--- config.mk ---
export PLATFORM = sky130hd
export DESIGN_NAME = addr_sequencer
export DESIGN_NICKNAME = d
export VERILOG_FILES = /design/src/rtl/addr_sequencer.sv
export SDC_FILE = /design/constraint.sdc
export NUM_CORES = 1
export LEC_CHECK = 0
export ABC_AREA = 1
export CAP_MARGIN = 20
export CORE_MARGIN = 2
export CORE_UTILIZATION = 45
export DETAILED_ROUTE_END_ITERATION = 7
export GPL_ROUTABILITY_DRIVEN = 1
export PLACE_DENSITY = 0.73
export SETUP_SLACK_MARGIN = 0.02
export SYNTH_ARGS = -nofsm -noshare
export SYNTH_HDL_FRONTEND = slang
export SYNTH_SLANG_ARGS = --single-unit
export TNS_END_PERCENT = 1
--- constraint.sdc ---
create_clock -name clock -period 9.2 [get_ports clock]
set_clock_uncertainty 0.15 [all_clocks]
set_input_delay 1.38 -clock clock [delete_from_list [all_inputs] [get_ports clock]]
set_output_delay 1.38 -clock clock [all_outputs]
set_load 0.01 [all_outputs]
--- src/rtl/addr_sequencer.sv ---
// addr_sequencer: programmable address sequence generator.
// Walks from a first address to a terminal address between runtime bounds
// with a runtime step, up or down, single pass or continuous wrap.
// Configuration is latched on start so upstream logic may change the inputs
// freely while a sequence runs.
module addr_sequencer #(
    parameter int ADDR_W = 16,
    parameter int STEP_W = 4,
    parameter int PASS_W = 8
) (
    input  logic              clock,
    input  logic              reset,
    input  logic              start,
    input  logic              CNT_EN,
    input  logic              abort,
    input  logic [ADDR_W-1:0] base,
    input  logic [ADDR_W-1:0] limit,
    input  logic [STEP_W-1:0] step,
    input  logic              down,
    input  logic              wrap,
    output logic [ADDR_W-1:0] address,
    output logic              busy,
    output logic              last,
    output logic              done,
    output logic              cfg_err,
    output logic [PASS_W-1:0] passes
);

    typedef enum logic [1:0] {
        IDLE = 2'd0,
        RUN  = 2'd1,
        DONE = 2'd2
    } state_t;

    state_t state;
    state_t state_next;

    logic [ADDR_W-1:0] cfg_base;
    logic [ADDR_W-1:0] cfg_limit;
    logic [STEP_W-1:0] cfg_step;
    logic              cfg_down;
    logic              cfg_wrap;

    // A zero step would stall the sequence forever, so it is promoted to one
    logic [STEP_W-1:0] step_eff;
    assign step_eff = (step == '0) ? STEP_W'(1) : step;

    logic cfg_ok;
    assign cfg_ok = (base <= limit);

    // First address of a pass, from the inputs (at start) and from the latched config (on wrap)
    logic [ADDR_W-1:0] first_in;
    logic [ADDR_W-1:0] first_cfg;
    assign first_in  = down ? limit : base;
    assign first_cfg = cfg_down ? cfg_limit : cfg_base;

    // Distance to the bound in one extra bit so the subtraction can never wrap
    logic [ADDR_W:0] room;
    logic [ADDR_W:0] step_wide;
    assign room      = cfg_down ? ({1'b0, address} - {1'b0, cfg_base})
                                : ({1'b0, cfg_limit} - {1'b0, address});
    assign step_wide = (ADDR_W + 1)'(cfg_step);

    logic [ADDR_W-1:0] addr_next;
    assign addr_next = cfg_down ? (address - ADDR_W'(cfg_step))
                                : (address + ADDR_W'(cfg_step));

    // State register
    always_ff @(posedge clock or negedge reset) begin
        if (!reset) begin
            state <= IDLE;
        end else begin
            state <= state_next;
        end
    end

    // Next-state logic: abort beats advance, DONE always falls back to IDLE
    always_comb begin
        state_next = state;
        case (state)
            IDLE: begin
                if (start && cfg_ok) begin
                    state_next = RUN;
                end
            end
            RUN: begin
                if (abort) begin
                    state_next = IDLE;
                end else if (CNT_EN && last && !cfg_wrap) begin
                    state_next = DONE;
                end
            end
            DONE: begin
                state_next = IDLE;
            end
            default: begin
                state_next = IDLE;
            end
        endcase
    end

    // Status outputs decoded from the registered state and address
    always_comb begin
        busy = (state == RUN);
        done = (state == DONE);
        last = (state == RUN) && (room < step_wide);
    end

    // Configuration latch, address walk and saturating pass counter
    always_ff @(posedge clock or negedge reset) begin
        if (!reset) begin
            cfg_base  <= '0;
            cfg_limit <= '0;
            cfg_step  <= '0;
            cfg_down  <= 1'b0;
            cfg_wrap  <= 1'b0;
            address   <= '0;
            passes    <= '0;
        end else begin
            case (state)
                IDLE: begin
                    if (start && cfg_ok) begin
                        cfg_base  <= base;
                        cfg_limit <= limit;
                        cfg_step  <= step_eff;
                        cfg_down  <= down;
                        cfg_wrap  <= wrap;
                        address   <= first_in;
                        passes    <= '0;
                    end
                end
                RUN: begin
                    if (!abort && CNT_EN) begin
                        if (!last) begin
                            address <= addr_next;
                        end else if (cfg_wrap) begin
                            address <= first_cfg;
                            if (passes != {PASS_W{1'b1}}) begin
                                passes <= passes + PASS_W'(1);
                            end
                        end
                    end
                end
                default: begin
                end
            endcase
        end
    end

    // Configuration error pulse: one cycle after a start with inverted bounds
    always_ff @(posedge clock or negedge reset) begin
        if (!reset) begin
            cfg_err <= 1'b0;
        end else begin
            cfg_err <= (state == IDLE) && start && !cfg_ok;
        end
    end

endmodule

# Yosys cells after proc, flatten, opt, wreduce, memory -nomap -nowiden
# Cells that the tools add are included.
[op_classes]
addsub = 5
n_lt_le_gt_ge = 2
eq_ne = 10
mux = 20
reduce_logical = 17
[ops]
columns = ["cell", "n"]
rows = [
  ["16-bit 2-to-1 mux", 7],
  ["8-bit 2-to-1 mux", 5],
  ["16-bit by 16-bit subtractor with 17-bit output", 2],
  ["16-bit one-hot mux with 2 select lines", 1],
  ["17-bit by 4-bit < comparator with 1-bit output", 1],
  ["17-bit 2-to-1 mux", 1],
  ["16-bit by 4-bit adder with 16-bit output", 1],
  ["16-bit less-or-equal comparator", 1],
  ["8-bit one-hot mux with 2 select lines", 1],
  ["16-bit by 4-bit subtractor with 16-bit output", 1],
  ["8-bit by 1-bit adder with 8-bit output, second input constant", 1],
  ["2-bit by 1-bit != test with 1-bit output, second input constant", 4],
  ["8-bit != test, second input constant", 1],
  ["1-bit logical AND", 7],
  ["2-bit 2-to-1 mux", 3],
  ["3-bit by 2-bit != test with 1-bit output, second input constant", 2],
  ["6-bit AND reduction", 1],
  ["4-bit zero test", 1],
  ["4-bit 2-to-1 mux", 1],
  ["2-bit one-hot mux with 2 select lines", 1],
  ["2-bit AND reduction", 2],
  ["4-bit AND reduction", 1],
  ["1-bit zero test", 3],
  ["2-bit by 1-bit == test with 1-bit output, second input constant", 1],
  ["other kinds (4)", 4],
]
[totals]
ff_bits = 65
inputBits = 43
out_inout_bits = 28
word_cells = 63

# Depth between registers and ports, before layout
[logic_depth]
depth_word = 9
depth_mapped = 22
ltp_nobuf = 22

# Worst setup path before layout
# No wires, ideal clock.
[synth_path]
path_kind = "reg2out"
startpoint = "register address[2]"
endpoint = "output port last"
t_arrival_ns = 2.585
required_ns = 7.670
path_slack_ns = 5.085
stages_incl_launch_ff = 17
n_path_buf = 1
path_cell_list = "dfrtp_1 ha_1 a21oi_1 nand2_1 or2_2 a21oi_1 a21oi_1 ha_1 a21boi_1 nor2_1 nand2_1 inv_2 nand2_1 nor2_4 nand4_4 inv_6 buf_12"
[synth_between]
elab_chain_len = 4
elab_cells_between_ends = 5
[synth_rtl]
columns = ["item", "line_no", "source"]
rows = [
  ["start: declaration", "21", "output logic [ADDR_W-1:0] address,"],
  ["start signal: assignment", "128", "address <= first_in;"],
  ["start signal: assignment", "135", "address <= addr_next;"],
  ["start signal: assignment", "137", "address <= first_cfg;"],
  ["16-bit by 16-bit subtractor with 17-bit output, on equally long branches", "61, 60", ""],
  ["17-bit 2-to-1 mux *", "60", "assign room = cfg_down ? ({1'b0, address} - {1'b0, cfg_base})"],
  ["17-bit by 4-bit < comparator with 1-bit output *", "106", "last = (state == RUN) && (room < step_wide);"],
  ["1-bit logical AND *", "106", ""],
  ["end: declaration", "23", "output logic last,"],
]
# Every way passes the cells marked *; elsewhere a longest branch is shown, timed or not.

# Worst setup path in the final report
[layout_path]
startpoint = "register address[1]"
endpoint = "output port last"
# The elaborated chain is that of the path after synthesis.

==> flow_metrics.tcl <==
set metrics [dict create \
    status "complete, no violations" \
    synth-compound-area-share 0.1264 \
    regToRegEndpoint "passes[6]" \
    synth_cell_type_count 47 \
    synth-xor-area-share 0.02533 \
    vias 6835 \
    fin_util 0.5323 \
    multiInputGateArea_um2 4419 \
    crit_arrival_ns 3.80 \
    dr.pass1.iters 6 \
    r2r_cells 19 \
    syn_area_um2 6917 \
    p_clk_frac 0.117 \
    synth_most_common_cell "nand2_1" \
    crit_family "simple AND/OR/NAND/NOR gates" \
    ys_seq_elements 65 \
    min_path_type "flop to flop" \
    critical-path-slowest-cell "clkdlybuf4s50_1" \
    max_cap_viol_count 0 \
    worstMarginPinSlew_ns 0.8745 \
    met2_usage 0.3460 \
    crit_chain "ha_1 -> nand3_1 -> nand2_1 -> or2_2 -> a21oi_1 -> a21oi_1 -> ha_1 -> a21boi_1 -> nor2_1 -> nand2_1 -> inv_2 -> nand2_1 -> nor2_4 -> nand4_4 -> inv_6 -> clkdlybuf4s50_1" \
    critical_path_buf_inv_count 3 \
    finalInstanceArea_um2 8033 \
    grt_overflow 0 \
    fmax_mhz 187.7 \
    place_area_um2 7747 \
    worstSetupPathType "flop to output port" \
    io_pins 71 \
    p_int_mw 1.368 \
    tritoncts "built" \
    clkSinkCount 65 \
    gp_congestion 0.8845 \
    cts.repair.resized 0 \
    cpMostUsedCell "nand2_1" \
    drt_wl_total_um 17890 \
    cts_setup_buffers 0 \
    setup_viol 0 \
    avgViaCountPerCell 5.101 \
    slew_violations 0 \
    reg2reg_slack_ns 5.31 \
    yosys.area_share.simple 0.3508 \
    crit_required_ns 7.67 \
    holdWs_ns 0.3310 \
    finalNetCount 1264 \
    clkSlewWorstSetupHoldPaths_ns 0.05 \
    yosys.area_share.adder 0.1335 \
    dp_hpwl_um 14250 \
    wl_per_cell_um 13.35 \
    peakVddDrop_mv 0.1292 \
    fillCellCount 1534 \
    crit_fanout 18 \
    synth_warnings 0 \
    n_antenna_cell 0 \
    muxShareOfSynthArea 0.001447 \
    syn_nets 1205 \
    min_path_cells 2 \
    drcViolationCount 0 \
    final_layout_size_suffix_gt1_frac 0.07726 \
    comb_power_share 0.708 \
    netlist.area_leader.share 0.2352 \
    die_w_um 128.0 \
    portBuffers 70 \
    grt-busiest-layer "met2" \
    finalWorstPathRequiredPeriod_ns 5.327 \
    start_util 0.4584 \
    slew_headroom 0.4163 \
    synth_edf_count 0 \
    setup.worst_path.end_class "output port" \
    met1_usage 0.3433 \
    grt_pass1_vias 6206 \
    p_per_area_nw_per_um2 356.6 \
    reg2reg_from "address[1]" \
    finalCritPeriodShare 0.5791 \
    cts-htree-levels 3 \
    clockBufferDepth 2 \
    die_h_um 128.0 \
    core_area_um2 15090 \
    seqPwrFrac 0.176 \
    antenna_found_initial 0 \
    switching_power_mw 1.496 \
    hp-start "cfg_base[11]" \
    synth_top_family_by_area "simple AND/OR/NAND/NOR gates" \
    regArea_um2 1627 \
    finalHoldViolCount 0 \
    cp-start-kind "flop" \
    cpPeakStageDelay_ns 0.58 \
    grt_max_degree 80 \
    synth_area_leader_cell "dfrtp_1" \
    tns_ns 0 \
    synthesis.instances 1090 \
    synthArstFlopShare 1.000 \
    grt_pass1_wl_um 30010 \
    power_leakage_nw 4.398 \
    avgSynthCellArea_um2 6.346 \
    ctsHoldBuffers 0 \
    drt_iter0_markers 533 \
    ant_nets 0 \
    grt_usage 0.2286 \
    dieArea_um2 16380 \
    synth_flop_cell "dfrtp_1" \
    swShare 0.5223 \
    ctsRootBufferMaster "clkbuf_16" \
    rsz0062_at_grt "no" \
    synthTopCellsByArea "dfrtp_1 (24%), nand2_1 (19%), ha_1 (12%)" \
    grt_use_met3 0.01962 \
    syn2layout_area_growth_pct 16.14 \
    rows 45 \
    cts_buffers 9 \
    ys_top_cells_by_count "nand2_1 (355), inv_1 (180), o21ai_0 (80), nand3_1 (72), ha_1 (69)" \
    ys_seq_area_frac 0.2352 \
    clk_latency_ns 0.34 \
    hold_end "cfg_base[11]" \
]
==> kinds of logic after synthesis <==
family / count (synthesis)
adder cells (fa/ha/maj): 72
AO/OA/AOI/OAI: 161
XOR/XNOR: 20
multiplexers: 1
buffers and inverters: 222
AND/OR/NAND/NOR: 549
flip-flops: 65
==> stage by stage <==
stage          setup WS, ns  total power [mW]  instances
4_1_cts               3.883             2.851       1340
3_5_place_dp          4.249             2.500       1326
3_3_place_gp          4.353             2.463       1326
2_1_floorplan         5.085             2.016       1090
5_1_grt               3.699             3.186       1340
6_report              3.873             2.865       1340
==> area by class of cell <==
cell class | count | share of cell area
inverters | 196 | 0.09221
clock inverters | 3 | 0.005296
multi-input cells | 803 | 0.5502
clock buffers | 11 | 0.03022
repair buffers | 74 | 0.09034
well taps | 188 | 0.02928
flip-flops and latches | 65 | 0.2025
==> cells in the final DEF (no fill, tap or decap), types with 8 or more instances in the layout <==
| master | n |
|---|---|
| o21ai_0 | 80 |
| nand3_1 | 72 |
| dfrtp_1 | 65 |
| inv_1 | 180 |
| a21oi_1 | 59 |
| inv_2 | 14 |
| nand2_2 | 21 |
| nor2_1 | 47 |
| xor2_1 | 15 |
| clkdlybuf4s50_1 | 69 |
| nand3_2 | 16 |
| ha_1 | 69 |
| nand4_1 | 8 |
| nand2_1 | 354 |
| nor3_1 | 11 |
| clkbuf_16 | 9 |
==> power by group through the flow <==
stage | clock [mW] | sequential [mW] | combinational [mW]
after floorplan | 0 | 0.472 | 1.54
after global placement | 0 | 0.499 | 1.96
after CTS | 0.337 | 0.500 | 2.01
after detailed placement | 0 | 0.503 | 2.00
after global routing | 0.351 | 0.516 | 2.32
final | 0.334 | 0.503 | 2.03
==> how the worst max path moves through the flow <==
stage / start / endpoint / slack [ns] / depth (start not counted)
after detailed placement: address[1] / last / 4.25 / 16
final: address[1] / last / 3.87 / 16
after global routing: address[1] / last / 3.70 / 16
after global placement: address[2] / last / 4.35 / 16
after CTS: address[1] / last / 3.88 / 16
after floorplan: address[2] / last / 5.08 / 16
==> per-layer routing <==
layer	vias up	routed length [um]	share of wire
met5	-	0	0
met4	0	338	0.019
met3	27	864	0.048
met2	201	7657	0.43
met1	3041	9032	0.50
li1	3566	-	-
==> worst min-delay path: cells and delay by family (launching register included) <==
| family | cells | cell delay (ns) |
|---|---|---|
| AND/OR/NAND/NOR | 1 | 0.05 |
| AO/OA/AOI/OAI | 1 | 0.06 |
| flip-flops | 1 | 0.33 |
==> flip-flops by register name (all words and copies together), names as in the netlist <==
signal / count
state: 2
address: 16
cfg_down: 1
cfg_wrap: 1
passes: 8
cfg_limit: 16
cfg_step: 4
cfg_err: 1
cfg_base: 16
No activity file was read; power rests on OpenSTA's default activity.
